===== src/rtl/regfile_wb_arbiter_pkg.sv =====
// Shared definitions for the register-file writeback arbiter.
// Provides register-address / data widths, the hard-wired zero register and
// the FIFO entry layout used by the B-result buffer.
package regfile_wb_arbiter_pkg;

  localparam int REG_ADDR_W = 5;
  localparam int DATA_W     = 32;
  localparam logic [REG_ADDR_W-1:0] ZERO_REG = '0;

  // One buffered mult/div result. valid=0 marks an entry superseded by a
  // younger pipeline write; it still occupies its slot until drained.
  typedef struct packed {
    logic                  valid;
    logic [REG_ADDR_W-1:0] rd;
    logic [DATA_W-1:0]     data;
  } wb_entry_t;

endpackage


===== src/rtl/regfile_wb_arbiter_wb_fifo.sv =====
// B-result FIFO for the writeback arbiter.
// DEPTH entries of {valid, reg, data}; head/tail pointers carry an extra wrap
// bit so full and empty are distinguishable without a counter.
// Ports:
//   Clk, Reset            clock, asynchronous active-high reset
//   push_i/push_reg_i/push_data_i  enqueue one entry (caller guarantees !full)
//   pop_i                 dequeue head (caller guarantees !empty)
//   squash_en_i/squash_reg_i       clear valid of every entry whose reg matches
//   query1_reg_i/query2_reg_i      hazard query registers
//   full_o, empty_o       occupancy flags from registered pointers
//   head_o                current head entry
//   match1_o/match2_o     per-entry: valid entry targets query register
module regfile_wb_arbiter_wb_fifo
  import regfile_wb_arbiter_pkg::*;
#(
  parameter int DEPTH = 4
) (
  input  logic                  Clk,
  input  logic                  Reset,
  input  logic                  push_i,
  input  logic [REG_ADDR_W-1:0] push_reg_i,
  input  logic [DATA_W-1:0]     push_data_i,
  input  logic                  pop_i,
  input  logic                  squash_en_i,
  input  logic [REG_ADDR_W-1:0] squash_reg_i,
  input  logic [REG_ADDR_W-1:0] query1_reg_i,
  input  logic [REG_ADDR_W-1:0] query2_reg_i,
  output logic                  full_o,
  output logic                  empty_o,
  output wb_entry_t             head_o,
  output logic [DEPTH-1:0]      match1_o,
  output logic [DEPTH-1:0]      match2_o
);

  localparam int PTR_W = $clog2(DEPTH);

  logic [PTR_W:0]        head_q, head_d;
  logic [PTR_W:0]        tail_q, tail_d;
  logic [DEPTH-1:0]      valid_q, valid_d;
  logic [REG_ADDR_W-1:0] rd_q   [DEPTH];
  logic [DATA_W-1:0]     data_q [DEPTH];

  logic [PTR_W-1:0] head_idx;
  logic [PTR_W-1:0] tail_idx;

  assign head_idx = head_q[PTR_W-1:0];
  assign tail_idx = tail_q[PTR_W-1:0];

  assign empty_o = (head_q == tail_q);
  assign full_o  = (head_q[PTR_W] != tail_q[PTR_W]) && (head_idx == tail_idx);

  assign head_o = '{valid: valid_q[head_idx], rd: rd_q[head_idx], data: data_q[head_idx]};

  // NOTE: every output of a combinational block gets a default first so no
  // path leaves it unassigned, which would infer a latch.
  always_comb begin
    valid_d = valid_q;
    head_d  = head_q;
    tail_d  = tail_q;
    // Squash only ever targets entries already buffered; a same-cycle push
    // is set valid afterwards.
    for (int i = 0; i < DEPTH; i++) begin
      if (squash_en_i && (rd_q[i] == squash_reg_i)) valid_d[i] = 1'b0;
    end
    // Popped slots are cleared so valid implies occupied for the match logic.
    if (pop_i) begin
      valid_d[head_idx] = 1'b0;
      head_d            = head_q + 1'b1;
    end
    if (push_i) begin
      valid_d[tail_idx] = 1'b1;
      tail_d            = tail_q + 1'b1;
    end
  end

  // NOTE: sequential state uses non-blocking assignments so every flop
  // samples the pre-edge values, independent of statement order.
  always_ff @(posedge Clk or posedge Reset) begin
    if (Reset) begin
      head_q  <= '0;
      tail_q  <= '0;
      valid_q <= '0;
    end else begin
      head_q  <= head_d;
      tail_q  <= tail_d;
      valid_q <= valid_d;
    end
  end

  // NOTE: the reg/data payload is not reset; valid_q alone decides whether a
  // slot means anything, so clearing it discards all buffered results.
  always_ff @(posedge Clk) begin
    if (push_i) begin
      rd_q[tail_idx]   <= push_reg_i;
      data_q[tail_idx] <= push_data_i;
    end
  end

  always_comb begin
    for (int i = 0; i < DEPTH; i++) begin
      match1_o[i] = valid_q[i] && (rd_q[i] == query1_reg_i);
      match2_o[i] = valid_q[i] && (rd_q[i] == query2_reg_i);
    end
  end

endmodule


===== src/rtl/regfile_wb_arbiter.sv =====
// Register-file write-port arbiter.
// Port A (pipeline writeback) always wins the write port; port B (mult/div,
// valid/ready) results are buffered and drained into A bubbles. Reports which
// decode source registers still have buffered writes and requests a pipeline
// stall when the FIFO head has waited MAX_WAIT cycles.
// Ports:
//   Clk, Reset                     clock, asynchronous active-high reset
//   A_Valid/A_Reg/A_Data           pipeline writeback
//   B_Valid/B_Ready/B_Reg/B_Data   mult/div result handshake
//   ReadRegister1/2, Pending1/2    decode hazard query
//   StallReq                       ask pipeline for an A bubble next cycle
//   RegWrite/WriteRegister/WriteData  register-file write port
module regfile_wb_arbiter
  import regfile_wb_arbiter_pkg::*;
#(
  parameter int DEPTH    = 4,
  parameter int MAX_WAIT = 8
) (
  input  logic                  Clk,
  input  logic                  Reset,
  input  logic                  A_Valid,
  input  logic [REG_ADDR_W-1:0] A_Reg,
  input  logic [DATA_W-1:0]     A_Data,
  input  logic                  B_Valid,
  output logic                  B_Ready,
  input  logic [REG_ADDR_W-1:0] B_Reg,
  input  logic [DATA_W-1:0]     B_Data,
  input  logic [REG_ADDR_W-1:0] ReadRegister1,
  input  logic [REG_ADDR_W-1:0] ReadRegister2,
  output logic                  Pending1,
  output logic                  Pending2,
  output logic                  StallReq,
  output logic                  RegWrite,
  output logic [REG_ADDR_W-1:0] WriteRegister,
  output logic [DATA_W-1:0]     WriteData
);

  localparam int WAIT_W = $clog2(MAX_WAIT + 1);

  logic             fifo_full;
  logic             fifo_empty;
  wb_entry_t        head;
  logic [DEPTH-1:0] match1;
  logic [DEPTH-1:0] match2;
  logic             push;
  logic             pop;
  logic             squash_en;

  logic [WAIT_W-1:0] wait_q, wait_d;

  // Ready is purely registered occupancy: a same-cycle pop does not free a slot.
  assign B_Ready   = !fifo_full;
  // $0 results are acknowledged but never buffered.
  assign push      = B_Valid && B_Ready && (B_Reg != ZERO_REG);
  assign pop       = !A_Valid && !fifo_empty;
  // A is younger than anything buffered, so its write supersedes them.
  assign squash_en = A_Valid && (A_Reg != ZERO_REG);

  regfile_wb_arbiter_wb_fifo #(
    .DEPTH(DEPTH)
  ) u_fifo (
    .Clk          (Clk),
    .Reset        (Reset),
    .push_i       (push),
    .push_reg_i   (B_Reg),
    .push_data_i  (B_Data),
    .pop_i        (pop),
    .squash_en_i  (squash_en),
    .squash_reg_i (A_Reg),
    .query1_reg_i (ReadRegister1),
    .query2_reg_i (ReadRegister2),
    .full_o       (fifo_full),
    .empty_o      (fifo_empty),
    .head_o       (head),
    .match1_o     (match1),
    .match2_o     (match2)
  );

  // Priority write mux; a squashed head drains with the write suppressed.
  always_comb begin
    RegWrite      = 1'b0;
    WriteRegister = ZERO_REG;
    WriteData     = '0;
    if (A_Valid) begin
      RegWrite      = 1'b1;
      WriteRegister = A_Reg;
      WriteData     = A_Data;
    end else if (!fifo_empty && head.valid) begin
      RegWrite      = 1'b1;
      WriteRegister = head.rd;
      WriteData     = head.data;
    end
  end

  // Starvation counter: counts cycles a live head is held off, saturating.
  always_comb begin
    wait_d = wait_q;
    if (pop || fifo_empty) begin
      wait_d = '0;
    end else if (head.valid && (wait_q < WAIT_W'(MAX_WAIT))) begin
      wait_d = wait_q + WAIT_W'(1);
    end
  end

  always_ff @(posedge Clk or posedge Reset) begin
    if (Reset) wait_q <= '0;
    else       wait_q <= wait_d;
  end

  assign StallReq = (wait_q >= WAIT_W'(MAX_WAIT));

  assign Pending1 = (ReadRegister1 != ZERO_REG) && (|match1);
  assign Pending2 = (ReadRegister2 != ZERO_REG) && (|match2);

endmodule


===== config.mk =====
export PLATFORM = sky130hd
export DESIGN_NAME = regfile_wb_arbiter
export DESIGN_NICKNAME = d
export VERILOG_FILES = /design/src/rtl/regfile_wb_arbiter_pkg.sv /design/src/rtl/regfile_wb_arbiter_wb_fifo.sv /design/src/rtl/regfile_wb_arbiter.sv
export SDC_FILE = /design/constraint.sdc
export NUM_CORES = 1
export LEC_CHECK = 0
export ABC_AREA = 1
export CAP_MARGIN = 15
export CELL_PAD_IN_SITES_DETAIL_PLACEMENT = 1
export CELL_PAD_IN_SITES_GLOBAL_PLACEMENT = 2
export CORE_AREA = 2 2 161 163
export DETAILED_ROUTE_END_ITERATION = 7
export DIE_AREA = 0 0 163 165
export PLACE_DENSITY_LB_ADDON = 0.25
export SKIP_CTS_REPAIR_TIMING = 1
export SYNTH_ARGS = -nofsm -noshare
export SYNTH_HDL_FRONTEND = slang
export SYNTH_SLANG_ARGS = --single-unit
export TNS_END_PERCENT = 5

===== constraint.sdc =====
create_clock -name Clk -period 2.6 [get_ports Clk]
set_clock_uncertainty 0.05 [all_clocks]
set_input_delay 0.52 -clock Clk [delete_from_list [all_inputs] [get_ports Clk]]
set_output_delay 0.52 -clock Clk [all_outputs]
set_load 0.005 [all_outputs]

* After elaboration in Yosys (flattened, before gate mapping)
Memory sizes are Yosys's and may differ from the RTL's.
Cells that the tools add are included.
** Storage, ports and cells
- RAM bits :: 148
- Word-level logic and storage cells :: 89
- Input bits :: 88
- Register bits :: 14
- Memories :: 2
** Cells by class
- Eq/ne operators :: 15
- Multiplexer cells :: 22
- Reduce and logical (&&, ||, !) cells :: 34
- Order comparisons :: 6
- Add/sub/neg operators :: 3
- Bitwise operators :: 3
** Memories
- u_fifo.data_q :: depth 4, width 32, read ports 1, clocked after Yosys merged registers in 0, write ports 1, RTL line regfile_wb_arbiter_wb_fifo.sv:41 : logic [DATA_W-1:0] data_q [DEPTH];
- u_fifo.rd_q :: depth 4, width 5, read ports 5, clocked after Yosys merged registers in 0, write ports 1, RTL line regfile_wb_arbiter_wb_fifo.sv:40 : logic [REG_ADDR_W-1:0] rd_q [DEPTH];
** Operator list (count)
- $mux W32 :: 2
- $eq A5 B5 Y1 :: 12
- $logic_and A1 B1 Y1 :: 23
- $reduce_bool A5 Y1 :: 4
- $mux W4 :: 4
- $mux W1 :: 11
- $mux W5 :: 2
- $reduce_or A4 Y1 :: 2
- $add A3 B1 Y3 const B :: 2
- $lt A2 B3 Y1 const B :: 2
- $add A4 B1 Y4 const B :: 1
- $and A4 B4 Y4 :: 1
- $demux W1 S2 :: 2
- $ge A2 B1 Y1 const B :: 2
- $ge A4 B4 Y1 const B :: 1
- $lt A4 B4 Y1 const B :: 1
- $not A4 Y4 :: 1
- $or A4 B4 Y4 :: 1
- $eq A3 B3 Y1 :: 1
- $logic_not A1 Y1 :: 3
- $bmux W1 S2 :: 1
- $eq A2 B2 Y1 :: 1
- $reduce_bool A2 Y1 :: 1
- $logic_or A1 B1 Y1 :: 1
- $ne A1 B1 Y1 :: 1

* Longest topological paths before layout
Gate-level depths: netlist of run 1.
- Word-level depth :: 9
- Mapped depth :: 12
- Depth with buffers taken out :: 9

* By module
A second synthesis of run 1 with hierarchy kept.
** Second synthesis, totals
- Cells, all modules :: 812
- Area total of the unflattened synthesis :: 7922.6 sq um
** By module, submodules not included
- regfile_wb_arbiter_wb_fifo :: instances 1, cells each 621, area an instance 6999.2 sq um
- regfile_wb_arbiter :: instances 1, cells each 191, area an instance 923.4 sq um

* Worst setup path after synthesis of run 1
No wires, ideal clock.
- Kind :: reg2reg
- Start point :: register u_fifo.head_q[0]
- End point :: memory u_fifo.data_q[0][0], enable pin
- Library setup time :: 0.392 ns
- Data required time :: 2.158 ns
- Slack :: 0.480 ns
- Stages on the path, launching flop included :: 6
- Arrival :: 1.678 ns
- Buffers on the path :: 1
- Cell sequence :: dfrtp_1 > buf_6 > xnor2_2 > nand4_2 > nand3_1 > inv_1
** Between the ends
- Cells in the longest elaborated chain, start to end :: 7
** Ends and longest elaborated chain
- start, declared :: RTL line regfile_wb_arbiter_wb_fifo.sv:37 : logic [PTR_W:0] head_q, head_d;
- start signal, assigned :: RTL line regfile_wb_arbiter_wb_fifo.sv:80 : head_q <= '0;
- start signal, assigned :: RTL line regfile_wb_arbiter_wb_fifo.sv:84 : head_q <= head_d;
- $eq A2 B2 Y1 :: RTL line regfile_wb_arbiter_wb_fifo.sv:50 : assign full_o = (head_q[PTR_W] != tail_q[PTR_W]) && (head_idx == tail_idx);
- $logic_and A1 B1 Y1 :: RTL line regfile_wb_arbiter_wb_fifo.sv:50
- $logic_not A1 Y1 :: RTL line regfile_wb_arbiter.sv:52 : assign B_Ready = !fifo_full;
- named net B_Ready :: RTL line regfile_wb_arbiter.sv:25 : output logic B_Ready,
- $logic_and A1 B1 Y1 (2 in a row) :: RTL line regfile_wb_arbiter.sv:54 : assign push = B_Valid && B_Ready && (B_Reg != ZERO_REG);
- $mux W1 :: RTL line regfile_wb_arbiter_wb_fifo.sv:93 : if (push_i) begin
- $mux W1 (implied by the code) :: RTL line regfile_wb_arbiter_wb_fifo.sv:95 : data_q[tail_idx] <= push_data_i;
- end, declared :: RTL line regfile_wb_arbiter_wb_fifo.sv:41
The timed path passes the listed nets, and every way through them passes these cells.

* Worst setup path after layout of run 1
- Start point :: register u_fifo.head_q[0]
- End point :: output WriteData[12]
** Between the ends
- Cells in the longest elaborated chain, start to end :: 5
- Elaborated cells between the ends (all ways) :: 8
** Ends and longest elaborated chain
- $bmux W1 S2 or $eq A3 B3 Y1 (tied branches) :: RTL line regfile_wb_arbiter_wb_fifo.sv:52, regfile_wb_arbiter_wb_fifo.sv:49
- $mux W1 (implied by the code) or $logic_not A1 Y1 (tied branches) :: RTL line regfile_wb_arbiter_wb_fifo.sv:52, regfile_wb_arbiter.sv:88
- $logic_and A1 B1 Y1 :: RTL line regfile_wb_arbiter.sv:88 : end else if (!fifo_empty && head.valid) begin
- $mux W32 * :: RTL line regfile_wb_arbiter.sv:88
- $mux W32 * :: RTL line regfile_wb_arbiter.sv:84 : if (A_Valid) begin
- end, declared :: RTL line regfile_wb_arbiter.sv:35 : output logic [DATA_W-1:0] WriteData
Every way passes the cells marked *; elsewhere a longest branch is shown, timed or not. The select of a mux whose other input is x is not followed.

==> results.md, run 1 <==
- Global-route wire length before repair: approximately 38000 um
- Final Net Count: roughly 1200
- Gate Count Post-Synth: between 900 and 1000
- Least-Margin Pin Slew: 0.610 ns
- Layout cells sized above 1: between 15 and 20%
- Clk slew on worst S/H paths: 0.07 ns
- Core Util, Final: 45.2%
- P_leak: 5.10 nW
- CP max-delay cell: dfrtp_2
- Crit. End Element: output port
- WS Path Type: reg -> out
- Die area: 26900 sq um
- WL/cell: 17.5 um
- DRT iter0 DRCs: 320
- Setup_tns: -0.982 ns
- RSZ-0062 raised after global routing: yes
- Most common cell after layout, fill and taps aside: nand2_1
- PwrDens: 1030 nW/um^2
- Hold Fails Final Rpt: 0
- Maxcap violations: 0
- Mapped Area: 8220 sq um
- Worst Path Buf+Inv: 6
- CTS Buf Count: 17
- Crit path cell chain: buf_12 > xnor2_4 > nand3_2 > nand2_4 > nand2_8 > buf_6 > clkbuf_16 > buf_6 > nand2_2 > inv_1 > dlymetal6s2s_1
- CP top delay family: buffers and inverters
- Die Ht: 165 um
- # setup viols final: 16
- CTS H-tree depth: 4
- Crit path capture: WriteData[12]
- Worst path max stage delay: about 0.45 ns
- Endpoint arrival time on the critical path: approximately 2.2 ns
- Drt via density: 4.72
- Warnings from Yosys: 0
- Failing checks: negative setup slack
- # DRC: 0
- Mean Syn Cell Area: 8.70 sq um
- Yosys cell types: 25
- Cell depth of the worst flop-to-flop path: 6
- CTS tree: done
- Main combinational cell family by area after synthesis: simple AND/OR/NAND/NOR gates
- Die width: around 160 um
- Core ar.: 25000 sq um
- Max Fanout on Critical Path: 6
- Worst min path class: in -> async
- DP Worst Slack: -0.330 ns
- TritonRoute pass-1 iters: 5
- Slew margin rel.: 59.3%
- Initial antenna violation count: 1
- Final wirelength: approximately 26000 um
- Routed Antenna Nets: 0
- Final RePlAce weighted congestion: 0.819
- GR Util All Layers: 18.8%
- Run status: finished with violations
- Xor/xnor share of the synthesized area: 1.46%
- Largest net degree at the start of global routing: 64
- Clock Sink Count: 162
- F_max: 0.362 GHz
- FF-to-FF setup slack: 0.72 ns
- Most used cell, CP: buf_6
- Number of global-route vias before repair: ~7100
- Smallest hold slack: 0.402 ns
- Reg2reg start: u_fifo.head_q[0]$_DFFE_PP0N_
- Maximum clock path buffer count: 2
- Worst skew pair latency: about 0.43 ns
- Compound-Gate Fraction of Synth Area: 7.85%
- Fin crit share: 106%
- Crit Reg-Reg Endpoint: u_fifo.data_q[2][28]$_DFFE_PP_
- Start point of the critical path: u_fifo.head_q[0]$_DFFE_PP0N_
- Tmin final: 2.76 ns
- Post-synthesis sequential area ratio: 58.3%
- Post-Synth Simple-Gate Area: 23.9%
- Crit start category: register
- Most frequent cells in the layout: nand2_1 (294), edfxtp_1 (148), nor2_1 (141)
- IO Port Bufs: 129
- Clock root cell: clkbuf_16
- Post-detail-place hpwl: 17500 um
- Syn_nets: about 1000
- Num ports: 130
- Adder-cell share of the synthesized area: 1.52%
- Final worst slack: -0.160 ns
- CP required: just over 2 ns
- GRT overflow: 0
- Final max-slew violation count: 0
- Mux cell area share after synthesis: 0%
- Area Growth Syn to Fin: 37.7%
- VDD IR max: 550 uV
- Initial Utilization: 32.8%
- Row cnt: 58
- #FFs+latches synth: 162
- Via count: 6984
- Crit path depth: 11
## registers in the layout, summed over array words and instances, names as in the netlist
name and count:
u_fifo.data_q 128, u_fifo.rd_q 20, u_fifo.valid_q 4, wait_q 4, u_fifo.head_q 3, u_fifo.tail_q 3
## layout make-up
class | count | area (sq um)
Clock inverter | 14 | 138
Antenna cell | 1 | 2.50
Sequential cell | 162 | 4800
Tap cell | 330 | 413
Timing Repair Buffer | 213 | 2200
Fill cell | 2937 | 13700
Inverter | 92 | 353
Multi-Input combinational cell | 650 | 2990
Clock buffer | 18 | 429
## worst register-to-register path, cell delays in order, from the launching register on
cell and delay [ns]:
dfrtp_2 0.45, buf_12 0.16, xnor2_4 0.13, nand4_2 0.20, nand3_1 0.21, inv_2 0.13
buf_4 0.23
## layer usage
layer	vias to the layer above	share of wire (%)	global-route usage [%]
li1	3446	-	-
met1	3381	43	22.7
met2	133	52	34.1
met3	24	3.5	3.62
met4	0	1.7	5.67
met5	-	0	0
## where the power goes
group	total [W]	internal, W	switching (W)
combinational	0.00552	0.00241	0.00310
clock	0.00238	0.00127	0.00111
sequential	0.00377	0.00349	0.000283
total	0.0117	0.00718	0.00449
## metrics by stage
step / total power [W] / instances / instance area [sq um]
floorplan: 0.00635 / 945 / 8220
global placement: 0.00844 / 1422 / 10300
detailed placement: 0.00853 / 1422 / 10300
CTS: 0.0110 / 1454 / 10900
global route: 0.0125 / 1479 / 11300
finish: 0.0117 / 1480 / 11300
## how the worst min path moves through the flow
stage | from | end | slack [ns] | cells past startpoint
final | Reset | wait_q[2]$_DFFE_PP0P_ | 0.40 | 2
after detailed placement | wait_q[2]$_DFFE_PP0P_ | wait_q[2]$_DFFE_PP0P_ | 0.49 | 2
after global routing | Reset | wait_q[2]$_DFFE_PP0P_ | 0.45 | 2
after floorplan | Reset | u_fifo.head_q[0]$_DFFE_PP0N_ | 0.36 | 1
after global placement | wait_q[2]$_DFFE_PP0P_ | wait_q[2]$_DFFE_PP0P_ | 0.49 | 2
after CTS | Reset | wait_q[2]$_DFFE_PP0P_ | 0.42 | 2
## cell families after synthesis
group	count (synthesis)
compound gates	124
xor+xnor	12
fa+ha+maj	10
buf+inv	133
flops	162
simple gates	504
## synth_stat cells, drive strengths merged
cell	number	area, sq um
nor3	2	10.0
inv	92	345
edfxtp	148	4440
dfrtp	14	350
xor2	8	70.1
nor2	147	552
nand4	8	56.3
nand3	30	155
ha	10	125
o211ai	10	75.1
o21ai	109	546
buf	29	181
nand2	317	1190
a21oi	5	25.0
clkbuf	12	45.0
xnor2	4	50.1
(Power assumes the default switching activity.)
==> inputs of run 2 (changes only) <==
- clock period: 2.6 -> 2.8 ns (I/O delays scaled with it)
==> results.md, run 2 (synthesis results as in run 1) <==
- RSZ-0062 raised after global routing: yes
- Number of global-route vias before repair: 6963
- Worst skew pair latency: 0.42 ns
- # setup viols final: 10
- Failing checks: negative setup slack
- Hold Fails Final Rpt: 0
- Largest net degree at the start of global routing: 73
- Die area: ~27000 sq um
- Crit. End Element: output port
- Maximum clock path buffer count: 2
- Antenna cells: 0
- Final max-slew violation count: 0
- Final wirelength: 26200 um
- Crit start category: register
- Via count: 6909
- Area Growth Syn to Fin: 36.0%
- DRT iter0 DRCs: approximately 380
- Clock Sink Count: between 150 and 200
- Core ar.: 25000 sq um
- Endpoint arrival time on the critical path: 2.30 ns
- Fin crit share: 104%
- Least-Margin Pin Slew: ~0.6 ns
- TritonRoute pass-1 iters: 4
- CTS H-tree depth: 4
- Total design power: 0.0106 W
- Most common cell after layout, fill and taps aside: nand2_1
- Routed Antenna Nets: 0
- IO Port Bufs: 129
- CTS Buf Count: 17
- CTS tree: done
- Most frequent cells in the layout: nand2_1 (313), edfxtp_1 (148), nor2_1 (141)
- Num ports: 130
- # DRC: 0
- PwrDens: 949 nW/um^2
- Die width: between 150 and 200 um
- WL/cell: 18.0 um
- Final worst slack: -0.111 ns
- Final RePlAce weighted congestion: slightly above 0.8
- Tmin final: slightly below 3 ns
- Max Fanout on Critical Path: 7
- Core Util, Final: 44.7%
- Global-route wire length before repair: 37900 um
- Biggest regs: u_fifo.data_q x128, u_fifo.rd_q x20
- P_leak: 5.18 nW
- Final Net Count: 1210
- Die Ht: roughly 170 um
- GRT overflow: 0
- Run status: finished with violations
- Drt via density: 4.75
- Initial antenna violation count: 1
- VDD IR max: 472 uV
- Maxcap violations: 0
- Slew margin rel.: between 50% and 60%
- WS Path Type: reg -> out
- CP required: 2.19 ns
- Post-detail-place hpwl: 17200 um
- Layout cells sized above 1: 10.6%
- Clock root cell: clkbuf_16
- Worst min path class: in -> async
- Clk slew on worst S/H paths: around 0.07 ns
- F_max: between 0.3 and 0.4 GHz
- Initial Utilization: 32.8%
- Row cnt: 58
- Largest register FFs: 128
- Reg with most FFs: u_fifo.data_q
- GR Util All Layers: 18.6%
==> run 2: changes by cell type in the layout (fill, tap and decap cells not counted), sizes merged <==
cell and delta:
clkinv -3, clkinvlp +1, clkbuf -28, clkdlybuf4s50 +10, diode -1, buf -24
bufinv +2, dlymetal6s2s +18
==> run 2: layout make-up <==
cell class	count	area, sq um
Sequential cell	162	4800
Inverter	92	350
Multi-Input combinational cell	650	2900
Timing Repair Buffer	189	2130
Tap cell	330	413
Fill cell	2905	13900
Clock inverter	14	165
Clock buffer	18	429
==> run 2: worst paths after layout <==
check / end / cells past startpoint / slack [ns] / from
min in group Clk: wait_q[3]$_DFFE_PP0P_ / 2 / 0.50 / wait_q[3]$_DFFE_PP0P_
min reg2reg: wait_q[3]$_DFFE_PP0P_ / 2 / 0.50 / wait_q[3]$_DFFE_PP0P_
min: wait_q[0]$_DFFE_PP0P_ / 2 / 0.46 / Reset
max reg2reg: u_fifo.rd_q[0][2]$_DFFE_PP_ / 6 / 0.93 / u_fifo.head_q[0]$_DFFE_PP0N_
max: WriteData[18] / 11 / -0.11 / u_fifo.head_q[0]$_DFFE_PP0N_
max in group asynchronous: u_fifo.head_q[0]$_DFFE_PP0N_ / 2 / 1.79 / Reset
==> run 2: worst max-delay path, cell delays in order (launching register included) <==
cell             delay (ns)
dfrtp_2                0.45
buf_8                  0.15
nand2_1                0.07
nand3_2                0.08
nand2_2                0.07
inv_2                  0.08
nand2_4                0.07
nand2_8                0.14
clkbuf_16              0.17
nand2_1                0.06
inv_1                  0.05
clkdlybuf4s50_1        0.49
==> run 2: per-stage QoR <==
step,setup WS [ns],TNS (ns),cells,hold WS (ns),area [sq um]
4_1_cts,-0.355,-9.98,1444,0.466,10800
6_report,-0.111,-0.944,1455,0.463,11200
2_1_floorplan,0.674,0,945,0.399,8220
3_3_place_gp,-0.261,-0.337,1412,0.487,10200
3_5_place_dp,-0.241,-0.313,1412,0.499,10200
5_1_grt,-0.265,-2.25,1455,0.524,11200
==> run 2: power by group <==
group          leakage, nW  switching, W  internal, W  total, W
Combinational         3.36       0.00273      0.00204   0.00477
Clock                0.291      0.000995      0.00135   0.00234
Sequential            1.53      0.000263      0.00324   0.00350
Total                 5.18       0.00398      0.00663    0.0106
==> run 2: per-layer routing <==
metal	routed length [um]	up-vias	GRT usage, %
met4	194	0	4.59
met2	13400	138	33.6
li1	-	3395	-
met3	941	13	3.04
met5	0	-	0
met1	11700	3363	23.2
